## src/rtl/hazard_unit.sv

```systemverilog
// rtl/hazard_unit.sv - pipeline hazard unit: forwarding, stalls, flushes, memory wait/timeout
//
// Purpose:
//   Resolves data hazards for the 5-stage MIPS pipeline.
//   - RAW hazards are resolved by forwarding.
//   - Load-use and branch/jr compare hazards insert a stall plus an execute bubble.
//   - The whole pipeline freezes while data memory is not ready.
//   - A sticky mem_error is latched if memory stays not-ready for more than MEM_TIMEOUT wait cycles.
//
// Optional feature macro: HAZARD_PERF_CNT_EN
//   Defined: builds the saturating performance counters.
//   Undefined: the counter ports are tied to zero.
//
// Ports:
//   clk, reset (sync, active-low)
//   rs/rt_decode, rs/rt_execute               source registers
//   write_reg_*/reg_write_* (ex/mem/wb)       destination register and write enable per stage
//   mem_to_reg_execute/memory                 bit 0 marks a load
//   branch_decode, branch_not_equal_decode,
//   jump_pc_decode                            decode-stage compare or jr
//   mem_access_memory, mem_ready              data memory handshake
//   stall_*, flush_execute, flush_writeback   pipeline register controls
//   forward_a/b_decode                        decode compare bypass from memory stage
//   forward_a/b_execute                       ALU operand select (00 rf, 01 wb, 10 mem)
//   mem_error                                 sticky memory timeout flag
//   stall_cycles_count, flush_count,
//   mem_wait_count                            performance counters

module hazard_unit #(
   parameter int MEM_TIMEOUT = 255,
   parameter int CNT_W       = 32
) (
   input  logic             clk,
   input  logic             reset,
   input  logic [4:0]       rs_decode,
   input  logic [4:0]       rt_decode,
   input  logic [4:0]       rs_execute,
   input  logic [4:0]       rt_execute,
   input  logic [4:0]       write_reg_execute,
   input  logic [4:0]       write_reg_memory,
   input  logic [4:0]       write_reg_writeback,
   input  logic             reg_write_execute,
   input  logic             reg_write_memory,
   input  logic             reg_write_writeback,
   input  logic [1:0]       mem_to_reg_execute,
   input  logic [1:0]       mem_to_reg_memory,
   input  logic             branch_decode,
   input  logic             branch_not_equal_decode,
   input  logic             jump_pc_decode,
   input  logic             mem_access_memory,
   input  logic             mem_ready,
   output logic             stall_fetch,
   output logic             stall_decode,
   output logic             stall_execute,
   output logic             stall_memory,
   output logic             flush_execute,
   output logic             flush_writeback,
   output logic             forward_a_decode,
   output logic             forward_b_decode,
   output logic [1:0]       forward_a_execute,
   output logic [1:0]       forward_b_execute,
   output logic             mem_error,
   output logic [CNT_W-1:0] stall_cycles_count,
   output logic [CNT_W-1:0] flush_count,
   output logic [CNT_W-1:0] mem_wait_count
);

   localparam int WCNT_W = (MEM_TIMEOUT < 2) ? 1 : $clog2(MEM_TIMEOUT + 1);

   typedef enum logic [1:0] {
      ST_IDLE  = 2'd0,
      ST_WAIT  = 2'd1,
      ST_ERROR = 2'd2
   } mem_state_t;

   mem_state_t        state, state_next;
   logic [WCNT_W-1:0] wait_cnt, wait_cnt_next;
   logic              mem_error_q, mem_error_next;

   // Only bit 0 of the mem_to_reg fields identifies a load.
   logic unused_mem_to_reg_hi;
   assign unused_mem_to_reg_hi = mem_to_reg_execute[1] ^ mem_to_reg_memory[1];

   // A stage hits r when it writes a non-zero register equal to r; $0 never hits.
   function automatic logic hits(input logic rw, input logic [4:0] wr, input logic [4:0] r);
      return rw && (wr != 5'd0) && (wr == r);
   endfunction

   logic ex_hit_rs_d, ex_hit_rt_d, mem_hit_rs_d, mem_hit_rt_d;
   logic mem_hit_rs_e, mem_hit_rt_e, wb_hit_rs_e, wb_hit_rt_e;
   logic lw_stall, br_stall, jr_stall, mem_stall;

   assign ex_hit_rs_d  = hits(reg_write_execute,   write_reg_execute,   rs_decode);
   assign ex_hit_rt_d  = hits(reg_write_execute,   write_reg_execute,   rt_decode);
   assign mem_hit_rs_d = hits(reg_write_memory,    write_reg_memory,    rs_decode);
   assign mem_hit_rt_d = hits(reg_write_memory,    write_reg_memory,    rt_decode);
   assign mem_hit_rs_e = hits(reg_write_memory,    write_reg_memory,    rs_execute);
   assign mem_hit_rt_e = hits(reg_write_memory,    write_reg_memory,    rt_execute);
   assign wb_hit_rs_e  = hits(reg_write_writeback, write_reg_writeback, rs_execute);
   assign wb_hit_rt_e  = hits(reg_write_writeback, write_reg_writeback, rt_execute);

   assign lw_stall = mem_to_reg_execute[0] && (ex_hit_rs_d || ex_hit_rt_d);

   // The decode compare cannot use a value still in execute, nor a load result still in memory.
   assign br_stall = (branch_decode || branch_not_equal_decode) &&
                     ((ex_hit_rs_d || ex_hit_rt_d) ||
                      (mem_to_reg_memory[0] && (mem_hit_rs_d || mem_hit_rt_d)));

   assign jr_stall = jump_pc_decode &&
                     (ex_hit_rs_d || (mem_to_reg_memory[0] && mem_hit_rs_d));

   assign mem_stall = (state == ST_ERROR) || (mem_access_memory && !mem_ready);

   // Memory wait / timeout FSM
   always_ff @(posedge clk) begin
      if (!reset) begin
         state       <= ST_IDLE;
         wait_cnt    <= '0;
         mem_error_q <= 1'b0;
      end else begin
         state       <= state_next;
         wait_cnt    <= wait_cnt_next;
         mem_error_q <= mem_error_next;
      end
   end

   always_comb begin
      state_next     = state;
      wait_cnt_next  = wait_cnt;
      mem_error_next = mem_error_q;
      unique case (state)
         ST_IDLE: begin
            if (mem_access_memory && !mem_ready) begin
               state_next    = ST_WAIT;
               wait_cnt_next = WCNT_W'(1);
            end
         end
         ST_WAIT: begin
            if (mem_ready || !mem_access_memory) begin
               state_next    = ST_IDLE;
               wait_cnt_next = '0;
            end else if (wait_cnt == WCNT_W'(MEM_TIMEOUT)) begin
               state_next     = ST_ERROR;
               mem_error_next = 1'b1;
            end else begin
               wait_cnt_next = wait_cnt + WCNT_W'(1);
            end
         end
         ST_ERROR: begin
            state_next = ST_ERROR;
         end
         default: begin
            state_next    = ST_IDLE;
            wait_cnt_next = '0;
         end
      endcase
   end

   assign mem_error = mem_error_q;

   // Output resolution; everything is held at zero while reset is asserted.
   always_comb begin
      stall_fetch       = 1'b0;
      stall_decode      = 1'b0;
      stall_execute     = 1'b0;
      stall_memory      = 1'b0;
      flush_execute     = 1'b0;
      flush_writeback   = 1'b0;
      forward_a_decode  = 1'b0;
      forward_b_decode  = 1'b0;
      forward_a_execute = 2'b00;
      forward_b_execute = 2'b00;
      if (reset) begin
         forward_a_decode = mem_hit_rs_d;
         forward_b_decode = mem_hit_rt_d;

         if (mem_hit_rs_e)     forward_a_execute = 2'b10;
         else if (wb_hit_rs_e) forward_a_execute = 2'b01;

         if (mem_hit_rt_e)     forward_b_execute = 2'b10;
         else if (wb_hit_rt_e) forward_b_execute = 2'b01;

         // A frozen pipeline must not also bubble execute, or the held instruction is lost.
         if (mem_stall) begin
            stall_fetch     = 1'b1;
            stall_decode    = 1'b1;
            stall_execute   = 1'b1;
            stall_memory    = 1'b1;
            flush_writeback = 1'b1;
         end else if (lw_stall || br_stall || jr_stall) begin
            stall_fetch   = 1'b1;
            stall_decode  = 1'b1;
            flush_execute = 1'b1;
         end
      end
   end

`ifdef HAZARD_PERF_CNT_EN
   logic [CNT_W-1:0] stall_cnt_q, flush_cnt_q, wait_cnt_q;

   always_ff @(posedge clk) begin
      if (!reset) begin
         stall_cnt_q <= '0;
         flush_cnt_q <= '0;
         wait_cnt_q  <= '0;
      end else begin
         if (stall_fetch && (stall_cnt_q != '1))
            stall_cnt_q <= stall_cnt_q + CNT_W'(1);
         if (flush_execute && (flush_cnt_q != '1))
            flush_cnt_q <= flush_cnt_q + CNT_W'(1);
         if (mem_stall && (state != ST_ERROR) && (wait_cnt_q != '1))
            wait_cnt_q <= wait_cnt_q + CNT_W'(1);
      end
   end

   assign stall_cycles_count = stall_cnt_q;
   assign flush_count        = flush_cnt_q;
   assign mem_wait_count     = wait_cnt_q;
`else
   assign stall_cycles_count = '0;
   assign flush_count        = '0;
   assign mem_wait_count     = '0;
`endif

endmodule

```

## config.mk

```make
export PLATFORM = sky130hd
export DESIGN_NAME = hazard_unit
export DESIGN_NICKNAME = d
export VERILOG_FILES = /design/src/rtl/hazard_unit.sv
export SDC_FILE = /design/constraint.sdc
export NUM_CORES = 1
export LEC_CHECK = 0
export ABC_CLOCK_PERIOD_IN_PS = 1550
export CAP_MARGIN = 0
export CELL_PAD_IN_SITES_DETAIL_PLACEMENT = 2
export CELL_PAD_IN_SITES_GLOBAL_PLACEMENT = 2
export CORE_ASPECT_RATIO = 1.2
export CORE_MARGIN = 2
export CORE_UTILIZATION = 14
export CTS_CLUSTER_DIAMETER = 120
export DETAILED_ROUTE_END_ITERATION = 7
export HOLD_SLACK_MARGIN = 0.02
export PLACE_DENSITY = 0.75
export SYNTH_ARGS = -nofsm -noshare
export SYNTH_HDL_FRONTEND = slang
export SYNTH_SLANG_ARGS = --single-unit
```

## constraint.sdc

```tcl
create_clock -name clk -period 1.55 [get_ports clk]
set_clock_uncertainty 0.15 [all_clocks]
set_input_delay 0.155 -clock clk [delete_from_list [all_inputs] [get_ports clk]]
set_output_delay 0.155 -clock clk [all_outputs]
set_load 0.03 [all_outputs]
```

==> impl_results.md <==
* Post-DR wirelength/cell at 14.05 µm
* Count of distinct cell types in the synthesized netlist at 38
* IO Port Bufs at 59
* Netlist area before placement at 0.001917 mm²
* Clock tree from TritonCTS: done
* Slowest stage cell on the critical path: or4_4
* Final standard cell utilization of the core at 26.53%
* Largest net degree at the start of global routing at 8
* Area growth syn-to-layout at 84.01%
* Sequential element share of the synthesized area at 11.49%
* Die extent in y at 132.2 µm
* Tmin final at 1.831 ns
* Number of hold-slack violations in the final timing report at 0
* # nets final at 421
* Post-Synthesis Cells at 244
* Residual antenna-violating net count after detailed routing at 0
* Count of pins over their slew limit at 0
* Placed standard-cell area at 0.002913 mm²
* H-tree lvl count at 1
* Sum of routed wire length over all layers at 7.561 mm
* Inserted Diodes at 0
* Post-synth ARST share at 0%
* Data arrival, critical path at 1.53 ns
* Max Fanout on Critical Path at 3
* Core region area at 0.01330 mm²
* Overall fraction of global-route tracks in use at 9.445%
* Max VDD drop at 0.3051 mV
* Worst Hold Margin at 0.2198 ns
* Area enclosed by the die boundary at 0.01465 mm²
* Initial Util at 14.42%
* Detailed Routing Iterations Pass 1 at 4
* Count of state elements after synthesis at 11
* Die width at 110.8 µm
* Type of the worst setup path: in -> out
* Count of unresolved DRC violations after routing at 0
* Largest buffer count on any clock path at 2
* Later-pin clock latency in the skew report at 0.24 ns
* Critical Path End Type: output port
* Total I/O pin count at 158
* Max-capacitance violation count at 0
* Min setup slack post-route at -0.2806 ns
* Final HPWL from detailed placement at 5.756 mm
* Status: finished with violations
* Number of DRC markers after the initial detailed-route iteration at 29
* Total clock buffers created by CTS at 3
* Static power due to leakage at 1.612 nW
* Setup Total Neg Slack at -2.620 ns
* Upper clock frequency limit at 0.5463 GHz
* Fraction of final layout cells with drive strength greater than 1 at 52.43%
* Leftover overflow at the end of global routing at 0
* Row Count at 46
* Failing checks: negative setup slack
* Syn Area/Cell at 7.856 µm²
* CP peak stage delay at 0.53 ns
* Filler instances at 1512
* Pwr/cell area at 491.7 mW/mm²
* Worst hold-check path type: in -> reg
* Detail-routed via count per cell at 3.428
* Top_reg_cell synth: dfxtp_1
* Clk slew on worst S/H paths at 0.04 ns
* Final instance area at 0.003527 mm²
* Clock tree sinks at 11
* Final count of negative-setup-slack endpoints at 17
* Antenna violations before repair at 0
* Setup repair after global routing missed its margin: yes
* Vias in the first global route at 2081
* Wire length of the first global-routing pass at 11.16 mm
* Sum of internal, switching and leakage power at 0.001734 W
* Crit path launch type: input port
* Data required, critical path at 1.24 ns
* Cells along the critical path: buf_8, or4_4, o21ai_2, o211ai_1, o21a_2, buf_12
* Period utilization at 118.1%
* Total number of vias at 1844
* Yosys warns at 0
* Weighted congestion reported at the end of routability-driven placement at 0.8489
* Clk Tree Root Cell: clkbuf_16
* Count of flip-flops with a built-in enable after synthesis at 0
==> where the power goes <==
| group | switching [W] | total [W] | internal, W |
|---|---|---|---|
| combinational | 0.000608 | 0.000967 | 0.000359 |
| sequential | 0.00000396 | 0.000292 | 0.000288 |
| clock | 0.000130 | 0.000476 | 0.000346 |
| total | 0.000742 | 0.00173 | 0.000992 |
==> state kept, by name, summed over array words and instances, names as in the netlist <==
signal and flops:
mem_error 1, wait_cnt 8, state 2
==> per-stage QoR <==
step | cells | setup WS (ns)
floorplan | 339 | -0.08848
global route | 538 | -0.3095
global placement | 519 | -0.6494
detailed placement | 519 | -0.6940
CTS | 534 | -0.3153
finish | 538 | -0.2806
==> synthesized netlist by cell type (all sizes together) (2+ instances only) <==
master / number / area share [%]
buf: 104 / 40
xnor2: 27 / 12
xor2: 20 / 9.1
nor2: 15 / 3.1
dfxtp: 11 / 11
nand2: 9 / 1.8
nor4: 9 / 4.4
nand3: 5 / 1.3
inv: 4 / 0.78
nand4: 4 / 1.6
or4: 4 / 1.6
and2: 3 / 0.98
nor3: 3 / 0.78
nor4b: 3 / 1.7
o21ai: 3 / 0.78
a21oi: 2 / 0.52
nor3b: 2 / 1.4
o211ai: 2 / 0.78
o21a: 2 / 0.78
==> cell type report <==
cell class                      instances  area [µm²]  share of cell area [%]
Clock buffer                            4       78.83                   2.235
Inverter                                4       21.27                  0.6031
Multi-Input combinational cell        219        1753                   49.70
Sequential cell                        11       225.2                   6.385
Timing Repair Buffer                  132        1239                   35.12
Tap cell                              168       210.2                   5.960
==> metal layers <==
metal / global-route usage, % / wire length (µm) / vias up
met1: 10.19 / 2726 / 871
met3: 1.701 / 540 / 6
met4: 1.458 / 58 / 0
met2: 19.15 / 4236 / 113
met5: 0 / 0 / -
li1: - / - / 854
==> worst max-delay path, delay by kind of cell <==
kind | cells | cell delay (ns)
buffers and inverters | 2 | 0.25
AOI/OAI and AO/OA | 3 | 0.59
and+or+nand+nor | 1 | 0.53
==> repair_timing <==
action | in CTS | in global routing
setup buffers | 13 | 11
gates cloned | 0 | 0
hold buffers | 0 | 0
endpoints found under the setup margin | 22 | 24
resized for setup | 163 | 99
pin swaps | 44 | 51
==> cell families after synthesis <==
| logic type | Yosys count | synth area share [%] |
|---|---|---|
| AO/OA/AOI/OAI | 13 | 4.504 |
| XOR/XNOR | 47 | 21.48 |
| adder cells (fa/ha/maj) | 1 | 0.6526 |
| flip-flops | 11 | 11.49 |
| other | 1 | 0.1956 |
| AND/OR/NAND/NOR | 62 | 20.56 |
| buffers and inverters | 109 | 41.12 |
==> layout by cell type, fill, tap and decap left out, types with 3 or more instances in the layout <==
cell type	count
clkbuf_2	15
nor4_2	3
or4_4	4
buf_6	33
nand4_1	3
buf_2	5
nand3_1	3
conb_1	96
clkdlybuf4s15_1	4
buf_4	53
xor2_2	5
nor4_4	6
buf_8	3
xnor2_2	12
dlygate4sd2_1	5
and2_4	3
dlymetal6s2s_1	4
nor2_1	13
dfxtp_1	7
dfxtp_2	4
buf_12	9
xor2_1	13
nand2_1	6
xnor2_1	13
clkbuf_16	3
==> final timing paths <==
| kind | startpoint | to | slack (ns) | cells past startpoint |
|---|---|---|---|---|
| worst max-delay path | write_reg_execute[3] | stall_fetch | -0.28 | 6 |
| worst min-delay path | reset | state[0]$_SDFFE_PN0P_ | 0.22 | 3 |
| worst max register to register | wait_cnt[1]$_SDFFE_PN0P_ | wait_cnt[4]$_SDFFE_PN0P_ | -0.19 | 8 |
| worst min register to register | mem_error$_SDFFE_PN0P_ | mem_error$_SDFFE_PN0P_ | 0.31 | 2 |
No activity file was read; power rests on OpenSTA's default activity.
